`src/rtl/input_irq_controller.sv`:
```
// Input IRQ controller: synchronised, debounced inputs with sticky pending bits and a req/fin
// interrupt handshake. Define IRQ_EDGE_SEL_EN to enable the per-channel EDGE select register (WIDTH<=16).
module input_irq_controller #(
  parameter int unsigned WIDTH           = 16,
  parameter int unsigned DEBOUNCE_CYCLES = 4,
  parameter logic [31:0] IRQ_ID          = 32'h20
) (
  input  logic             clk,
  input  logic             rst,
  input  logic [WIDTH-1:0] in_raw,
  input  logic [31:0]      addr,
  input  logic [31:0]      wdata,
  input  logic             we,
  output logic [31:0]      rdata,
  output logic [31:0]      int_req_o,
  input  logic [31:0]      int_fin_i
);

  localparam int unsigned   CW       = (DEBOUNCE_CYCLES > 1) ? $clog2(DEBOUNCE_CYCLES) : 1;
  localparam logic [CW-1:0] CNT_LAST = CW'(DEBOUNCE_CYCLES - 1);

  typedef enum logic [1:0] {IDLE, REQ, ACK} state_t;

  state_t           state, state_next;
  logic [WIDTH-1:0] sync_q1, sync_q2;
  logic [WIDTH-1:0] stable, pending, mask;
  logic [WIDTH-1:0] accept, pend_set, w1c;
  logic [CW-1:0]    cnt [WIDTH];
  logic [1:0]       reg_sel;
  logic             irq_cond;
  logic             unused_bits;

  assign reg_sel     = addr[3:2];
  assign unused_bits = ^{addr[31:4], addr[1:0], wdata};

  always_ff @(posedge clk) begin
    if (rst) begin
      sync_q1 <= '0;
      sync_q2 <= '0;
    end else begin
      sync_q1 <= in_raw;
      sync_q2 <= sync_q1;
    end
  end

  // A bit is accepted on the edge where it has differed for DEBOUNCE_CYCLES samples in a row.
  always_comb begin
    accept = '0;
    for (int unsigned i = 0; i < WIDTH; i++)
      accept[i] = (sync_q2[i] != stable[i]) && (cnt[i] == CNT_LAST);
  end

  always_ff @(posedge clk) begin
    if (rst) begin
      stable <= '0;
      for (int unsigned i = 0; i < WIDTH; i++)
        cnt[i] <= '0;
    end else begin
      for (int unsigned i = 0; i < WIDTH; i++) begin
        if (sync_q2[i] == stable[i]) begin
          cnt[i] <= '0;
        end else if (accept[i]) begin
          stable[i] <= sync_q2[i];
          cnt[i]    <= '0;
        end else begin
          cnt[i] <= cnt[i] + CW'(1);
        end
      end
    end
  end

`ifdef IRQ_EDGE_SEL_EN
  logic [2*WIDTH-1:0] edge_sel;

  always_ff @(posedge clk) begin
    if (rst)
      edge_sel <= '0;
    else if (we && reg_sel == 2'd3)
      edge_sel <= wdata[2*WIDTH-1:0];
  end

  // The accepted level is the new level: 1 means a rising transition.
  always_comb begin
    pend_set = '0;
    for (int unsigned i = 0; i < WIDTH; i++) begin
      case (edge_sel[2*i +: 2])
        2'b00:   pend_set[i] = accept[i];
        2'b01:   pend_set[i] = accept[i] & sync_q2[i];
        2'b10:   pend_set[i] = accept[i] & ~sync_q2[i];
        default: pend_set[i] = 1'b0;
      endcase
    end
  end
`else
  assign pend_set = accept;
`endif

  assign w1c = (we && reg_sel == 2'd1) ? wdata[WIDTH-1:0] : '0;

  // Set is OR-ed after the clear so a same-cycle set wins over W1C.
  always_ff @(posedge clk) begin
    if (rst) begin
      pending <= '0;
      mask    <= '1;
    end else begin
      pending <= (pending & ~w1c) | pend_set;
      if (we && reg_sel == 2'd2)
        mask <= wdata[WIDTH-1:0];
    end
  end

  always_comb begin
    rdata = '0;
    case (reg_sel)
      2'd0:    rdata[WIDTH-1:0] = stable;
      2'd1:    rdata[WIDTH-1:0] = pending;
      2'd2:    rdata[WIDTH-1:0] = mask;
      default: begin
`ifdef IRQ_EDGE_SEL_EN
        rdata[2*WIDTH-1:0] = edge_sel;
`endif
      end
    endcase
  end

  assign irq_cond = |(pending & mask);

  always_ff @(posedge clk) begin
    if (rst)
      state <= IDLE;
    else
      state <= state_next;
  end

  always_comb begin
    state_next = state;
    int_req_o  = '0;
    case (state)
      IDLE: if (irq_cond) state_next = REQ;
      REQ: begin
        int_req_o = IRQ_ID;
        if (int_fin_i == IRQ_ID)
          state_next = ACK;
      end
      ACK:     state_next = irq_cond ? REQ : IDLE;
      default: state_next = IDLE;
    endcase
  end

endmodule

```
`config.mk`:
```
export PLATFORM = sky130hd
export DESIGN_NAME = input_irq_controller
export DESIGN_NICKNAME = d
export VERILOG_FILES = /design/src/rtl/input_irq_controller.sv
export SDC_FILE = /design/constraint.sdc
export NUM_CORES = 1
export LEC_CHECK = 0
export ABC_AREA = 0
export CORE_ASPECT_RATIO = 1.1
export CORE_MARGIN = 2
export CORE_UTILIZATION = 46
export DETAILED_ROUTE_END_ITERATION = 10
export GPL_ROUTABILITY_DRIVEN = 0
export PLACE_DENSITY = 0.81
export SKIP_CTS_REPAIR_TIMING = 1
export SYNTH_ARGS = -nofsm -noshare
export SYNTH_HDL_FRONTEND = slang
export SYNTH_SLANG_ARGS = --single-unit
```
`constraint.sdc`:
```
create_clock -name clk -period 1.3 [get_ports clk]
set_input_delay 0.26 -clock clk [delete_from_list [all_inputs] [get_ports clk]]
set_output_delay 0.26 -clock clk [all_outputs]
set_load 0.005 [all_outputs]
```
==> metrics.cfg, run 1 <==
[floorplan]
core_sq_um = 11000
start_util = 0.473
fp.dieH_um = 115
boundaryPins = 179
die_area_sq_um = 12100
die_width_um = 105
num_rows = 40

[route]
vias = 4115
routed_wl_mm = 12.7
drc = 0
dr.first_iter.drc_count = 235
detail-route-antenna-nets = 0
vias_per_cell = 4.92
drt-pass1-iter-count = 4
drt-wirelength-per-cell_um = 15.2

[run_status]
status = finished with violations
violations = setup timing

[min_path]
hold_depth = 2
hold_path_class = input port to flop
holdPathEnd = stable[1]$_SDFFE_PP0N_
hold_start = rst

[timing]
holdWs_ps = 114
finalCritPeriodShare = 1.11
skew_ps = 8.13
rsz0062_at_grt = yes
hold_viol = 0
setup_tns_ps = -1590
worst_slack_ps = -141
drv_slew = 0
setup-violations-final = 17
fmax_mhz = 694
period_needed_ps = 1440

[clock_tree]
cts_buffers = 17
clk_latency_ps = 410
clock_path_buffers = 2
root_buffer = clkbuf_16
cts_tree = yes
htree_num_levels = 4
clk_pin_slew_ps = 50
clkSinkCount = 114

[setup_path]
path_max_fanout = 8
worstPathRequired_ps = 1040
cp-start-kind = input port
reg2reg_depth = 5
cp.arrival_ps = 1180
rrSetupSlack_ps = -50
path_cells = dlymetal6s2s_1, nor2b_4, buf_6, buf_8, nand2_1, o21ai_2, clkbuf_2
critPathKind = input port to output pin
endpoint_kind = output pin
r2r-end = state[0]$_SDFFE_PP0P_
cpPeakStageDelay_ps = 230
cpMaxStageDelayCell = nor2b_4
r2r-start = mask[1]$_SDFFE_PP1P_

[global_route]
grt_max_degree = 34
grt_overflow = 0
grt_usage = 0.199
grt_pass1_vias = 4064
antenna_found_initial = 0
grt_pass1_wl_mm = 18.7

[cells_and_area]
layout.cells.non_filler = 836
diodes = 0
nNetsFinal = 807
syn2layout_area_growth_pct = 38.7
drive_above_1_share = 0.231

[flow_run]
drv_cap = 0

[pwr]
leakage_nw = 2.99
vdd_drop_max_mv = 0.971
power_per_cell_area_nw_per_um2 = 1320

[placed_design]
dp_cells = 795
port_buffers = 85
hpwlAfterDp_mm = 8.33

[yosys]
synthDistinctLibCells = 28
syn_inst = 504
synth_seq_cells = 114
syn_avg_cell_area_sq_um = 10.3
yosysWarnings = 0
yosysSeqAreaShare = 0.502
synth.cell_area_sq_um = 5190

-- placed cells by master, fill, tap and decap left out, types with 2 or more instances in the layout --
cell              n
clkbuf_8          3
nand3b_1         16
mux2i_1          28
a21oi_1          16
buf_6             4
nand2_1          63
mux2i_2           4
nor2b_1          48
buf_12            4
clkdlybuf4s50_1  65
buf_2            14
nor4b_1          15
o21ai_2           6
dfxtp_2          27
and3b_1           2
xnor2_1          16
dfxtp_1          55
clkinv_2          6
clkbuf_16        20
nand4_1           2
a22o_1            4
bufinv_16         2
buf_4            55
nor4_1           23
clkbuf_2          3
nor2_1           33
o21ai_1           9
conb_1           79
edfxtp_1         32
nor4b_2           2
a221oi_2          3
ha_1             16
-- critical path: cells and delay by family --
kind / cells / cell delay [ps]
AOI/OAI and AO/OA: 1 / 90
and+or+nand+nor: 2 / 320
buffers and inverters: 4 / 500
-- routing by layer --
metal | vias to the layer above | track usage | share of wire
met5 | - | 0 | 0
met4 | 0 | 0.0996 | 0.026
met3 | 29 | 0.0641 | 0.063
met2 | 156 | 0.357 | 0.51
met1 | 1960 | 0.211 | 0.40
li1 | 1970 | - | -
-- logic make-up after synthesis --
family                   after synthesis  share of synthesized area
flip-flops                           114                      0.502
AND/OR/NAND/NOR                      211                      0.222
adder cells (fa/ha/maj)               16                     0.0386
buffers and inverters                 72                      0.101
AO/OA/AOI/OAI                         41                     0.0461
multiplexers                          32                     0.0618
other                                  2                    0.00145
XOR/XNOR                              16                     0.0270
-- how the worst max path moves through the flow --
stage | depth (start not counted) | end | slack [ps] | startpoint
floorplan | 6 | rdata[7] | 130 | addr[3]
global placement | 5 | rdata[6] | -850 | addr[3]
detailed placement | 5 | rdata[0] | -850 | addr[3]
CTS | 5 | rdata[5] | -900 | addr[3]
global route | 7 | rdata[1] | -180 | addr[2]
finish | 7 | rdata[1] | -140 | addr[2]
-- area by class of cell --
type                    instances  area, sq um
repair buffers                148         1330
fillers                       806         3770
flip-flops and latches        114         2640
clock buffers                  23          520
well taps                     147          184
multi-input cells             395         2430
clock inverters                 9         97.6
-- Yosys cell counts, drive strengths merged --
master | instances | area share
a21oi | 16 | 0.015
a221oi | 4 | 0.0068
a22o | 4 | 0.0068
and3b | 2 | 0.0034
and4 | 1 | 0.0017
buf | 63 | 0.095
clkbuf | 9 | 0.0068
conb | 2 | 0.0014
dfxtp | 82 | 0.32
edfxtp | 32 | 0.19
ha | 16 | 0.039
mux2i | 32 | 0.062
nand2 | 64 | 0.046
nand2b | 1 | 0.0012
nand3b | 17 | 0.025
nand4 | 2 | 0.0024
nor2 | 33 | 0.024
nor2b | 50 | 0.060
nor3 | 1 | 0.00096
nor4 | 23 | 0.028
nor4b | 17 | 0.029
o21ai | 16 | 0.015
o32ai | 1 | 0.0017
xnor2 | 16 | 0.027
-- per-stage QoR --
step / instance area [sq um] / setup slack, ps / power (W) / utilization
2_1_floorplan: 5480 / 133 / 0.00443 / -
3_3_place_gp: 6440 / -850 / 0.00475 / 0.587
3_5_place_dp: 6440 / -854 / 0.00479 / 0.587
4_1_cts: 7060 / -900 / 0.00953 / 0.644
5_1_grt: 7190 / -182 / 0.00983 / 0.656
6_report: 7190 / -141 / 0.00952 / 0.656
-- state kept, by name, summed over array words and instances, names as in the netlist --
register  count
state         2
mask         16
pending      16
sync_q1      16
cnt          32
sync_q2      16
stable       16
-- power breakdown --
part	total, W	internal [W]	switching, W	leakage [nW]
Clock	0.00474	0.00318	0.00156	0.309
Sequential	0.00387	0.00380	0.0000708	1.00
Combinational	0.000916	0.000500	0.000416	1.68
(Power assumes the default switching activity.)
==> run 2: changes to the inputs <==
--- a/config.mk
+++ b/config.mk
@@ -8,10 +8,10 @@
 export ABC_AREA = 0
 export CORE_ASPECT_RATIO = 1.1
 export CORE_MARGIN = 2
-export CORE_UTILIZATION = 46
+export CORE_UTILIZATION = 49
 export DETAILED_ROUTE_END_ITERATION = 10
 export GPL_ROUTABILITY_DRIVEN = 0
-export PLACE_DENSITY = 0.81
+export PLACE_DENSITY = 0.86
 export SKIP_CTS_REPAIR_TIMING = 1
 export SYNTH_ARGS = -nofsm -noshare
 export SYNTH_HDL_FRONTEND = slang
==> constraint.sdc (replaced) <==
create_clock -name clk -period 1.8 [get_ports clk]
set_input_delay 0.36 -clock clk [delete_from_list [all_inputs] [get_ports clk]]
set_output_delay 0.36 -clock clk [all_outputs]
set_load 0.005 [all_outputs]
==> run 2 against run 1 <==
Against the previous run: the flow now finishes without violations; largest cell class unchanged; first-iteration DRC count fell by 6.8%; total power fell by 29%; sequential power fell by 28%; core utilization rose by 0.60 points; worst hold slack improved by 140 ps; setup slack improved by 190 ps; routed wire length fell by 7.9%; critical endpoint is now int_req_o[5]; critical path depth fell by 5; register-to-register slack improved by 480 ps; global-route usage rose by 0.64 points; clock-buffer cell count fell by 3.
==> metrics.cfg, run 2 (same netlist as run 1, synthesis figures left out) <==
[cells_and_area]
syn2layout_area_growth_pct = 32.1
fillCellCount = 798  ; -0.99%
drive_above_1_share = 0.104  ; -0.126
largest_reg_flops = 32  ; unchanged
diodes = 0  ; unchanged
final_cell_mix = dfxtp_1, conb_1, clkdlybuf4s50_1, nand2_1, nor2b_1
nNetsFinal = 770  ; -4.6%
top_register = cnt
regArea_sq_um = 2600  ; -1.2%
multiInputGateArea_sq_um = 2370  ; -2.6%
layout.cells.non_filler = 795  ; -4.9%
final_common_cell = dfxtp_1

[floorplan]
start_util = 0.501  ; +0.0282
core_sq_um = 10300  ; -5.6%
fp.dieH_um = 112  ; -3.0%
die_area_sq_um = 11400  ; -5.9%
die_width_um = 102  ; -3.0%
boundaryPins = 179  ; unchanged
num_rows = 39  ; -2.5%

[setup_path]
cpMaxStageDelayCell = clkdlybuf4s50_1
worstPathRequired_ps = 1440  ; +400 ps
path_max_fanout = 2  ; -6
cp.arrival_ps = 1390  ; +210 ps
cpPeakStageDelay_ps = 510  ; +280 ps
cp-start-kind = flop
endpoint_kind = output pin
path_cells = nor2b_4, clkdlybuf4s50_1
critPathKind = flop to output pin

[placed_design]
dp_cells = 757  ; -4.8%
port_buffers = 85  ; unchanged
hpwlAfterDp_mm = 8.01  ; -3.9%

[min_path]
hold_path_class = input port to flop

[route]
vias_per_cell = 4.96  ; +0.76%
dr.first_iter.drc_count = 219  ; -6.8%
vias = 3943  ; -4.2%
routed_wl_mm = 11.7  ; -7.9%
drc = 0  ; unchanged
drt-wirelength-per-cell_um = 14.7  ; -3.1%
drt-pass1-iter-count = 4  ; unchanged
detail-route-antenna-nets = 0  ; unchanged

[pwr]
leakage_nw = 2.91  ; -2.6%
power_per_cell_area_nw_per_um2 = 986  ; -26%
vdd_drop_max_mv = 0.610  ; -37%
finalPower_w = 0.00676  ; -29%

[clock_tree]
clk_pin_slew_ps = 50  ; about the same
clk_latency_ps = 410  ; about the same
cts_tree = yes
htree_num_levels = 4  ; unchanged
clock_path_buffers = 2  ; unchanged
clkSinkCount = 114  ; unchanged
cts_buffers = 17  ; unchanged
root_buffer = clkbuf_16

[timing]
setup_tns_ps = 0  ; +1590 ps
rsz0062_at_grt = no
period_needed_ps = 1750
finalCritPeriodShare = 0.971
fmax_mhz = 572
hold_viol = 0  ; unchanged
setup-violations-final = 0  ; -17
drv_slew = 0  ; unchanged
skew_ps = 5.64  ; -2.49 ps

[run_status]
status = finished clean

[global_route]
antenna_found_initial = 0  ; unchanged
grt_overflow = 0  ; unchanged
grt_usage = 0.205  ; +0.00638
grt_pass1_wl_mm = 17.9  ; -4.1%
grt_max_degree = 40  ; +18%
grt_pass1_vias = 3977  ; -2.1%

[flow_run]
drv_cap = 0  ; unchanged

run 2: metrics by stage:
step	worst slack, ps	util	instance area (sq um)	hold WS [ps]
2_1_floorplan	433	-	5480	414
3_3_place_gp	-603	0.596	6160	417
3_5_place_dp	-666	0.596	6160	422
4_1_cts	-664	0.653	6760	241
5_1_grt	2.11	0.662	6850	254
6_report	52.0	0.662	6850	253
run 2: area by class of cell:
type                       instances  area share
tap                              143      0.0261
sequential                       114       0.380
clock inverter                    12      0.0201
multi-input combinational        395       0.345
timing repair buffer             111       0.162
clock buffer                      20      0.0667
run 2: final timing paths:
check                         startpoint                      to  slack (ps)  cells past startpoint
hold reg to reg    sync_q1[9]$_SDFF_PP0_   sync_q2[9]$_SDFF_PP0_         430                      1
setup reg to reg  pending[12]$_SDFF_PP0_   state[0]$_SDFFE_PP0P_         430                      4
hold / removal                       rst  stable[0]$_SDFFE_PP0N_         250                      2
setup / recovery   state[0]$_SDFFE_PP0P_            int_req_o[5]          50                      2
run 2: metal layers:
| metal | up-vias | global-route usage | wire [um] |
|---|---|---|---|
| li1 | 1900 | - | - |
| met1 | 1866 | 0.216 | 4540 |
| met2 | 145 | 0.364 | 6020 |
| met3 | 32 | 0.0716 | 822 |
| met4 | 0 | 0.0924 | 322 |
| met5 | - | 0 | 0 |
run 2: critical path: cells and delay by family, from the launching register on:
family / cells / cell delay [ps]
buffers and inverters: 1 / 510
flip-flops: 1 / 330
AND/OR/NAND/NOR: 1 / 140
run 2: power breakdown:
group | leakage [nW] | internal (W) | switching (W)
Clock | 0.301 | 0.00222 | 0.00113
Sequential | 1.00 | 0.00274 | 0.0000557
Combinational | 1.61 | 0.000336 | 0.000268
Total | 2.91 | 0.00530 | 0.00146
